**src/rtl/control_logic.sv**
```systemverilog
// Interrupt-control core of an 8259A-compatible PIC: holds IMR/IRR/ISR and the vector
// base, resolves fixed priority, drives INT and runs the two-pulse 8086 INTA sequence.
module control_logic (
    input  logic       CLK,
    input  logic       RST,
    input  logic [2:0] WR_cur,
    input  logic       WR_flag,
    input  logic       RD_flag,
    input  logic       A0,
    input  logic [7:0] Ds,
    input  logic [7:0] IR,
    input  logic       INTA_n,
    output logic       INT,
    output logic [7:0] D_out,
    output logic       D_oe,
    output logic [1:0] fsm_state
);

    typedef enum logic [1:0] {
        IDLE = 2'b00,
        ACK1 = 2'b01,
        ACK2 = 2'b10
    } state_t;

    localparam logic [2:0] CMD_ICW1 = 3'b000;
    localparam logic [2:0] CMD_ICW2 = 3'b001;
    localparam logic [2:0] CMD_ICW3 = 3'b010;
    localparam logic [2:0] CMD_ICW4 = 3'b011;
    localparam logic [2:0] CMD_OCW1 = 3'b100;
    localparam logic [2:0] CMD_OCW2 = 3'b101;
    localparam logic [2:0] CMD_OCW3 = 3'b110;

    state_t     state, state_d;
    logic       wr_prev, inta_prev;
    logic [7:0] ir_prev;
    logic [7:0] imr, imr_d, irr, irr_d, isr, isr_d;
    logic [4:0] t_base, t_base_d;
    logic       ltim, ltim_d, aeoi, aeoi_d, sngl, sngl_d, ic4, ic4_d;
    logic       read_sel, read_sel_d, init_done, init_done_d;
    logic [2:0] lvl, lvl_d;
    logic       spurious, spurious_d;
    logic       int_d, doe_d;
    logic [7:0] dout_d;

    logic       wr_commit, inta_fall, inta_rise, icw1_commit;
    logic [7:0] pending, ack_set, aeoi_clr, eoi_clr;

    function automatic logic [2:0] lowest_idx(input logic [7:0] v);
        lowest_idx = 3'd7;
        for (int i = 7; i >= 0; i--) begin
            if (v[i]) lowest_idx = 3'(i);
        end
    endfunction

    // Strobes are level flags from the decode stage; a write takes effect once,
    // on the first cycle WR_flag is seen high, and INTA_n edges step the FSM.
    assign wr_commit   = WR_flag & ~wr_prev;
    assign icw1_commit = wr_commit && (WR_cur == CMD_ICW1);
    assign inta_fall   = ~INTA_n & inta_prev;
    assign inta_rise   = INTA_n & ~inta_prev;
    assign pending     = irr & ~imr;
    assign fsm_state   = state;

    always_comb begin
        state_d    = state;
        lvl_d      = lvl;
        spurious_d = spurious;
        ack_set    = '0;
        aeoi_clr   = '0;
        case (state)
            IDLE: begin
                if (inta_fall) begin
                    state_d = ACK1;
                    if (pending != 8'h00) begin
                        lvl_d      = lowest_idx(pending);
                        spurious_d = 1'b0;
                        ack_set    = 8'd1 << lowest_idx(pending);
                    end else begin
                        lvl_d      = 3'd7;
                        spurious_d = 1'b1;
                    end
                end
            end
            ACK1: begin
                if (inta_fall) state_d = ACK2;
            end
            ACK2: begin
                if (inta_rise) begin
                    state_d = IDLE;
                    if (aeoi && !spurious) aeoi_clr = 8'd1 << lvl;
                end
            end
            default: state_d = IDLE;
        endcase
        if (icw1_commit) state_d = IDLE;
    end

    always_comb begin
        eoi_clr = '0;
        if (wr_commit && (WR_cur == CMD_OCW2)) begin
            case (Ds[7:5])
                3'b001:  if (isr != 8'h00) eoi_clr = 8'd1 << lowest_idx(isr);
                3'b011:  eoi_clr = 8'd1 << Ds[2:0];
                default: eoi_clr = '0;
            endcase
        end
    end

    // EOI clears are applied before the acknowledge sets the new ISR bit.
    always_comb begin
        imr_d       = imr;
        t_base_d    = t_base;
        ltim_d      = ltim;
        aeoi_d      = aeoi;
        sngl_d      = sngl;
        ic4_d       = ic4;
        read_sel_d  = read_sel;
        init_done_d = init_done;
        irr_d       = ltim ? IR : ((irr & ~ack_set) | (IR & ~ir_prev));
        isr_d       = (isr & ~eoi_clr & ~aeoi_clr) | ack_set;
        if (wr_commit) begin
            case (WR_cur)
                CMD_ICW1: begin
                    ltim_d      = Ds[3];
                    sngl_d      = Ds[1];
                    ic4_d       = Ds[0];
                    imr_d       = '0;
                    irr_d       = '0;
                    isr_d       = '0;
                    read_sel_d  = 1'b0;
                    init_done_d = 1'b0;
                end
                CMD_ICW2: begin
                    t_base_d = Ds[7:3];
                    if (!init_done) init_done_d = sngl & ~ic4;
                end
                CMD_ICW3: begin
                    if (!init_done) init_done_d = ~ic4;
                end
                CMD_ICW4: begin
                    aeoi_d      = Ds[1];
                    init_done_d = 1'b1;
                end
                CMD_OCW1: imr_d = Ds;
                CMD_OCW3: if (Ds[1]) read_sel_d = Ds[0];
                default: ;
            endcase
        end
    end

    always_comb begin
        dout_d = D_out;
        doe_d  = 1'b0;
        if (state == ACK1 && inta_fall) begin
            dout_d = {t_base, lvl};
            doe_d  = 1'b1;
        end else if (state == ACK2) begin
            doe_d = inta_rise ? 1'b0 : D_oe;
        end else if (state == IDLE && RD_flag) begin
            doe_d  = 1'b1;
            dout_d = A0 ? imr : (read_sel ? isr : irr);
        end
        if (icw1_commit) doe_d = 1'b0;
    end

    assign int_d = init_done && (pending != 8'h00) &&
                   ((isr == 8'h00) || (lowest_idx(pending) < lowest_idx(isr)));

    always_ff @(posedge CLK) begin
        if (RST) begin
            state     <= IDLE;
            wr_prev   <= 1'b0;
            inta_prev <= 1'b1;
            ir_prev   <= '0;
            imr       <= 8'hFF;
            irr       <= '0;
            isr       <= '0;
            t_base    <= '0;
            ltim      <= 1'b0;
            aeoi      <= 1'b0;
            sngl      <= 1'b0;
            ic4       <= 1'b0;
            read_sel  <= 1'b0;
            init_done <= 1'b0;
            lvl       <= 3'd0;
            spurious  <= 1'b0;
            INT       <= 1'b0;
            D_out     <= '0;
            D_oe      <= 1'b0;
        end else begin
            state     <= state_d;
            wr_prev   <= WR_flag;
            inta_prev <= INTA_n;
            ir_prev   <= IR;
            imr       <= imr_d;
            irr       <= irr_d;
            isr       <= isr_d;
            t_base    <= t_base_d;
            ltim      <= ltim_d;
            aeoi      <= aeoi_d;
            sngl      <= sngl_d;
            ic4       <= ic4_d;
            read_sel  <= read_sel_d;
            init_done <= init_done_d;
            lvl       <= lvl_d;
            spurious  <= spurious_d;
            INT       <= int_d;
            D_out     <= dout_d;
            D_oe      <= doe_d;
        end
    end

endmodule

```
**config.mk**
```make
export PLATFORM = sky130hd
export DESIGN_NAME = control_logic
export DESIGN_NICKNAME = d
export VERILOG_FILES = /design/src/rtl/control_logic.sv
export SDC_FILE = /design/constraint.sdc
export NUM_CORES = 1
export LEC_CHECK = 0
export CORE_MARGIN = 2
export CORE_UTILIZATION = 41
export CTS_BUF_LIST = sky130_fd_sc_hd__clkbuf_2
export CTS_CLUSTER_DIAMETER = 200
export CTS_CLUSTER_SIZE = 28
export DETAILED_ROUTE_END_ITERATION = 8
export SLEW_MARGIN = 0
export SYNTH_ARGS = -nofsm -noshare
export SYNTH_HDL_FRONTEND = slang
export SYNTH_SLANG_ARGS = --single-unit
```
**constraint.sdc**
```tcl
create_clock -name CLK -period 4.87 [get_ports CLK]
set_input_delay 1.461 -clock CLK [delete_from_list [all_inputs] [get_ports CLK]]
set_output_delay 1.461 -clock CLK [all_outputs]
set_load 0.02 [all_outputs]
```
After elaboration in Yosys (flattened, before gate mapping)
Cells that the tools add are included.

Bits in registers: 61. Bits in latches: 0. RAM bits: 0. ROM bits: 0. Bits of input ports: 25. Output and inout bits: 12. Memories kept: 0.

$add $sub $neg: 0. Multiply operators: 0. Div/mod/pow operators: 0. $lt $le $gt $ge: 1. Equal/unequal tests: 16. Shift operators: 4. Mux-type cells: 55. Bitwise logic cells: 20. Reduce and logical (&&, ||, !) cells: 28.

Operator list (number): $mux 8 (18); $mux 3 (19); $and 8x8->8 (5); $not 8->8 (5); $pmux 8 s2 (2); $shl 1x3->8 const A (4); $or 8x8->8 (2); $reduce_bool 8->1 (2); $reduce_and 2->1 (7); $mux 1 (10); $ne 2x2->1 const B (5); $eq 3x2->1 const B (3); $eq 3x3->1 const B (3); $logic_not 8->1 (1); $logic_and 1x1->1 (7); $eq 3x1->1 const B (2); $mux 2 (3); $pmux 2 s3 (1); $reduce_and 3->1 (2); $reduce_bool 2->1 (3); $and 1x1->1 (4); $not 1->1 (4); $pmux 1 s4 (1); $reduce_bool 4->1 (1); 10 further kinds (10).

Depth between registers and ports, before layout
Depth in word-level cells: 22. Gate-level depth with buffers: 7. Mapped depth without buffers: 7.

Worst setup path before layout
Ideal clock, no wire load.

Path kind: input port to flip-flop. Start point: input port WR_cur[0]. End point: register irr[1]. Arrival: 2.731 ns. Data required time: 4.739 ns. Slack: 2.007 ns. Cell stages on the path: 6. Cells stage by stage: clkbuf_1 -> nor3b_1 -> nand2_1 -> nand2_1 -> buf_2 -> a21oi_1.

Cells in the longest elaborated chain, start to end: 3.

RTL lines: from (decl) (RTL line 6) `input logic [2:0] WR_cur,`; $logic_not 3->1 (RTL line 122) `case (WR_cur)`; $mux 8 (RTL line 122); $mux 8 (RTL line 121) `if (wr_commit) begin`; to (signal assigned) (RTL line 196) `irr <= irr_d;`; to (decl) (RTL line 36) `logic [7:0] imr, imr_d, irr, irr_d, isr, isr_d;`.

Every way passes these cells. A chain may end at the register's enable or synchronous reset.

Worst setup path after layout
Start point: input port WR_cur[0]. End point: register isr[7].

Cells in the longest elaborated chain, start to end: 9. Elaborated cells on any way between the ends: 10. Those cells by class: eq/ne: 1; mux: 3; bitwise: 4; reduce/logical: 2.

RTL lines: $eq 3x3->1 (RTL line 100) `if (wr_commit && (WR_cur == CMD_OCW2)) begin`; $logic_and 1x1->1 (RTL line 100); $mux 8 (RTL line 100); $not 8->8 (RTL line 120) `isr_d = (isr & ~eoi_clr & ~aeoi_clr) | ack_set;`; $and 8x8->8 (2 in a row) (RTL line 120); $or 8x8->8 (RTL line 120); $mux 8 (RTL line 122); $mux 8 * (RTL line 121); to (signal assigned) (RTL line 197) `isr <= isr_d;`; to (decl) (RTL line 36).

Every way passes the cells marked *; elsewhere a longest branch is shown, timed or not.

==> summary.txt <==
Routing
  – First-pass iteration count of the detailed router: 6
  – Drt wl/cell: 16.4 um
  – Met3 Wirelength: 525 um
  – DRT antenna net count: 0
  – Post-Route WL: 8.36 mm
  – M1 wire length: 3.96 mm
  – Top sig layer: met4
  – DRC Markers: 0
  – Met2 Routed Length: 3.72 mm
  – DR vias: 2,911
  – DR vias/cell: 5.72
  – Initial DRC count: 265

Synth
  – Synthesized cell area: 3040 um^2
  – Syn Inst Count: 376
  – Synth Net Count: 403
  – Post-synthesis sequential area ratio: 40.2%
  – Post-synth EDFFs: 0
  – Top-area cell type share of the netlist area: 40.2%
  – Ys flop type: dfxtp_1
  – Ys async rst share: 0%
  – Top cells by count, synth: 61 x dfxtp_1, 53 x nand2_1, 37 x a21oi_1
  – Yosys reg bits: 61
  – Distinct cell type count after synthesis: 53
  – Yosys warns: 0
  – Synthesized area per cell: 8.09 um^2
  – Synth top area cells: dfxtp_1 40%, nand2_1 6.5%, a21oi_1 6.1%, mux2i_1 4.6%, o211ai_1 3.5%
  – Dominant cell by count in the synthesized netlist: dfxtp_1
  – Largest area contributor in the netlist: dfxtp_1

Timing
  – Final Max Slew Viols: 0
  – Slew @ Worst Pin: 895 ps
  – Rel. slew slack: 39.8%
  – Final setup skew: 22.3 ps
  – RSZ-0062 raised after global routing: no
  – Final hold vios: 0
  – Final period util: 67.5%
  – Number of setup violations in the final report: 0
  – TNS Setup: 0 ps
  – Min Tclk post-route: 3280 ps
  – Fmax: 304 MHz

Layout
  – Fill count: 748
  – Non-filler cells, final: 509
  – N_diodes: 0
  – Layout area overhead: 16.5%
  – Layout cells sized above 1: 6.34%
  – Final Instance Area: 3540 um^2
  – Nets: 433

GRT
  – Largest net degree at the start of global routing: 34
  – First-pass GRT wire length: 13.6 mm
  – Antenna violations before repair: 0
  – Vias in the first global route: 2,616
  – Total track usage: 20.9%
  – GR Overflow Total: 0

Worst setup path
  – Worst path bufs/invs: 1
  – CP max stage delay: 600 ps
  – R2r startpoint: irr[0]$_SDFF_PP0_
  – Crit-path max FO: 18
  – WP data arrival: 3650 ps
  – CP Data Required Time: 5240 ps
  – Critical setup path kind: primary input to flop
  – Cell mode on critical path: nand2_1
  – Slowest-stage cell, CP: nor3b_1
  – Critical path cell sequence: clkdlybuf4s50_1 > nor3b_1 > nand2_1 > nand2_1 > or3_1 > o31ai_1
  – Worst setup EP type: flop
  – Top delay family on crit path: simple AND/OR/NAND/NOR gates
  – R2r worst-path depth: 6
  – Critical Path Source: WR_cur[0]
  – Worst setup SP type: primary input
  – Worst R2R Setup Slack: 2680 ps
  – R2r endpoint: INT$_SDFF_PP0_

Worst hold path
  – Worst Hold Class: flop to flop
  – Worst Hold Endpoint: spurious$_SDFFE_PP0P_
  – Hold Path Stages: 2
  – Hold path startpoint: spurious$_SDFFE_PP0P_

Clock tree
  – Clock buffer count from CTS: 9
  – Clk sinks: 61
  – Setup bufs post-CTS: 0
  – H-tree levels: 3
  – CTS Hold Bufs: 0
  – Max Buffers Root-to-Sink: 2
  – CTS tree: yes
  – Post-CTS sizing: 0
  – CTS root buf: clkbuf_2
  – Worst-Skew Late Latency: 470 ps
  – Reg clk slew, reported paths: 150 ps

Placement
  – HPWL after detailed placement: 6.21 mm
  – DP Area: 3470 um^2
  – Gp weighted congestion: 0.901
  – Inst Count DP: 494
  – IO buf count: 36

Pwr
  – P_sw: 291 uW
  – Clock share of power: 24.8%
  – Switching Share: 30.3%
  – Reg power frac: 57.3%
  – Internal cell power: 670 uW
  – Pleak: 1.33 nW
  – Worst IR Drop VDD: 0.138 mV
  – Pwr Density: 271 nW/um^2
  – Combinational share of power: 17.9%

Floorplanning
  – Starting Density: 42.1%
  – Floorplan row count: 31
  – Top-Level Pins: 37
  – Core ar.: 7210 um^2
  – Width of the die: 90.1 um
  – Die height: 90.1 um
  – Area of the die: 8120 um^2

Outcome
  – Outcome: complete, no violations

Run
  – Max cap viols: 0
cells in the final DEF, fill, tap and decap left out, types with 3 or more instances in the layout:
master,n
nand3_1,11
a21oi_1,37
nand2_1,53
nand2b_1,7
a22oi_1,8
clkbuf_2,12
or3_1,3
clkdlybuf4s50_1,36
mux2i_1,14
dfxtp_1,61
o21bai_1,3
nor2_1,23
nor3_1,3
nand3b_1,4
o311ai_0,6
inv_1,19
o211ai_1,14
nand4_1,6
nor2b_1,15
o31ai_1,4
or2_2,3
buf_4,3
nor3b_1,5
o21ai_0,20
power by group through the flow:
stage	sequential, mW	clock (mW)	combinational, mW
2_1_floorplan	0.562	0	0.0976
3_3_place_gp	0.561	0	0.170
3_5_place_dp	0.561	0	0.171
4_1_cts	0.550	0.250	0.172
5_1_grt	0.555	0.270	0.189
6_report	0.551	0.239	0.172
flip-flops by register name, summed over array words and instances (netlist names):
register	flops
D_oe	1
lvl	3
sngl	1
init_done	1
fsm_state	2
irr	8
wr_prev	1
isr	8
imr	8
aeoi	1
ic4	1
INT	1
read_sel	1
ltim	1
inta_prev	1
ir_prev	8
t_base	5
spurious	1
D_out	8
area by class of cell:
cell class                      instances  area, um^2  area share [%]
Sequential cell                        61        1220            34.5
Tap cell                               99         124            3.50
Multi-Input combinational cell        276        1670            47.1
Inverter                               19        71.3            2.01
Clock inverter                          3        13.8           0.388
Clock buffer                           12        60.1            1.69
Timing Repair Buffer                   39         383            10.8
through the flow:
| stage | power (mW) | util [%] | hold WS (ps) | setup WS (ps) |
|---|---|---|---|---|
| after global placement | 0.730 | 48.1 | 452 | 1190 |
| final | 0.962 | 49.1 | 479 | 1590 |
| after floorplan | 0.659 | - | 436 | 2010 |
| after CTS | 0.973 | 49.1 | 479 | 1650 |
| after detailed placement | 0.733 | 48.1 | 460 | 1130 |
| after global routing | 1.01 | 49.1 | 502 | 1420 |
tightest hold or removal path: stages (launching register included):
cell and delay (ps):
dfxtp_1 350, nand2_1 50, a21oi_1 50
worst max path at each step:
stage,to,depth (start not counted),slack [ps]
5_1_grt,isr[7]$_SDFF_PP0_,6,1420
6_report,isr[7]$_SDFF_PP0_,6,1590
3_5_place_dp,isr[7]$_SDFF_PP0_,6,1130
2_1_floorplan,irr[1]$_SDFF_PP0_,6,2010
3_3_place_gp,isr[7]$_SDFF_PP0_,6,1190
4_1_cts,isr[7]$_SDFF_PP0_,6,1650
metal layers:
layer | track usage, % | up-vias
met4 | 5.90 | 0
met3 | 4.95 | 22
met1 | 29.2 | 1364
met5 | 0 | -
met2 | 32.3 | 111
li1 | - | 1414
kinds of logic (layout without fill, tap and decap cells):
family	Yosys count	after routing	share of synthesized area [%]
buffers and inverters	39	73	4.90
xor gates and xnor gates	1	1	0.288
and+or+nand+nor	151	151	26.6
muxes	14	14	4.61
adders and majority gates	2	2	0.823
AOI/OAI and AO/OA	108	108	22.6
DFF	61	61	40.2
(Power assumes the default switching activity.)
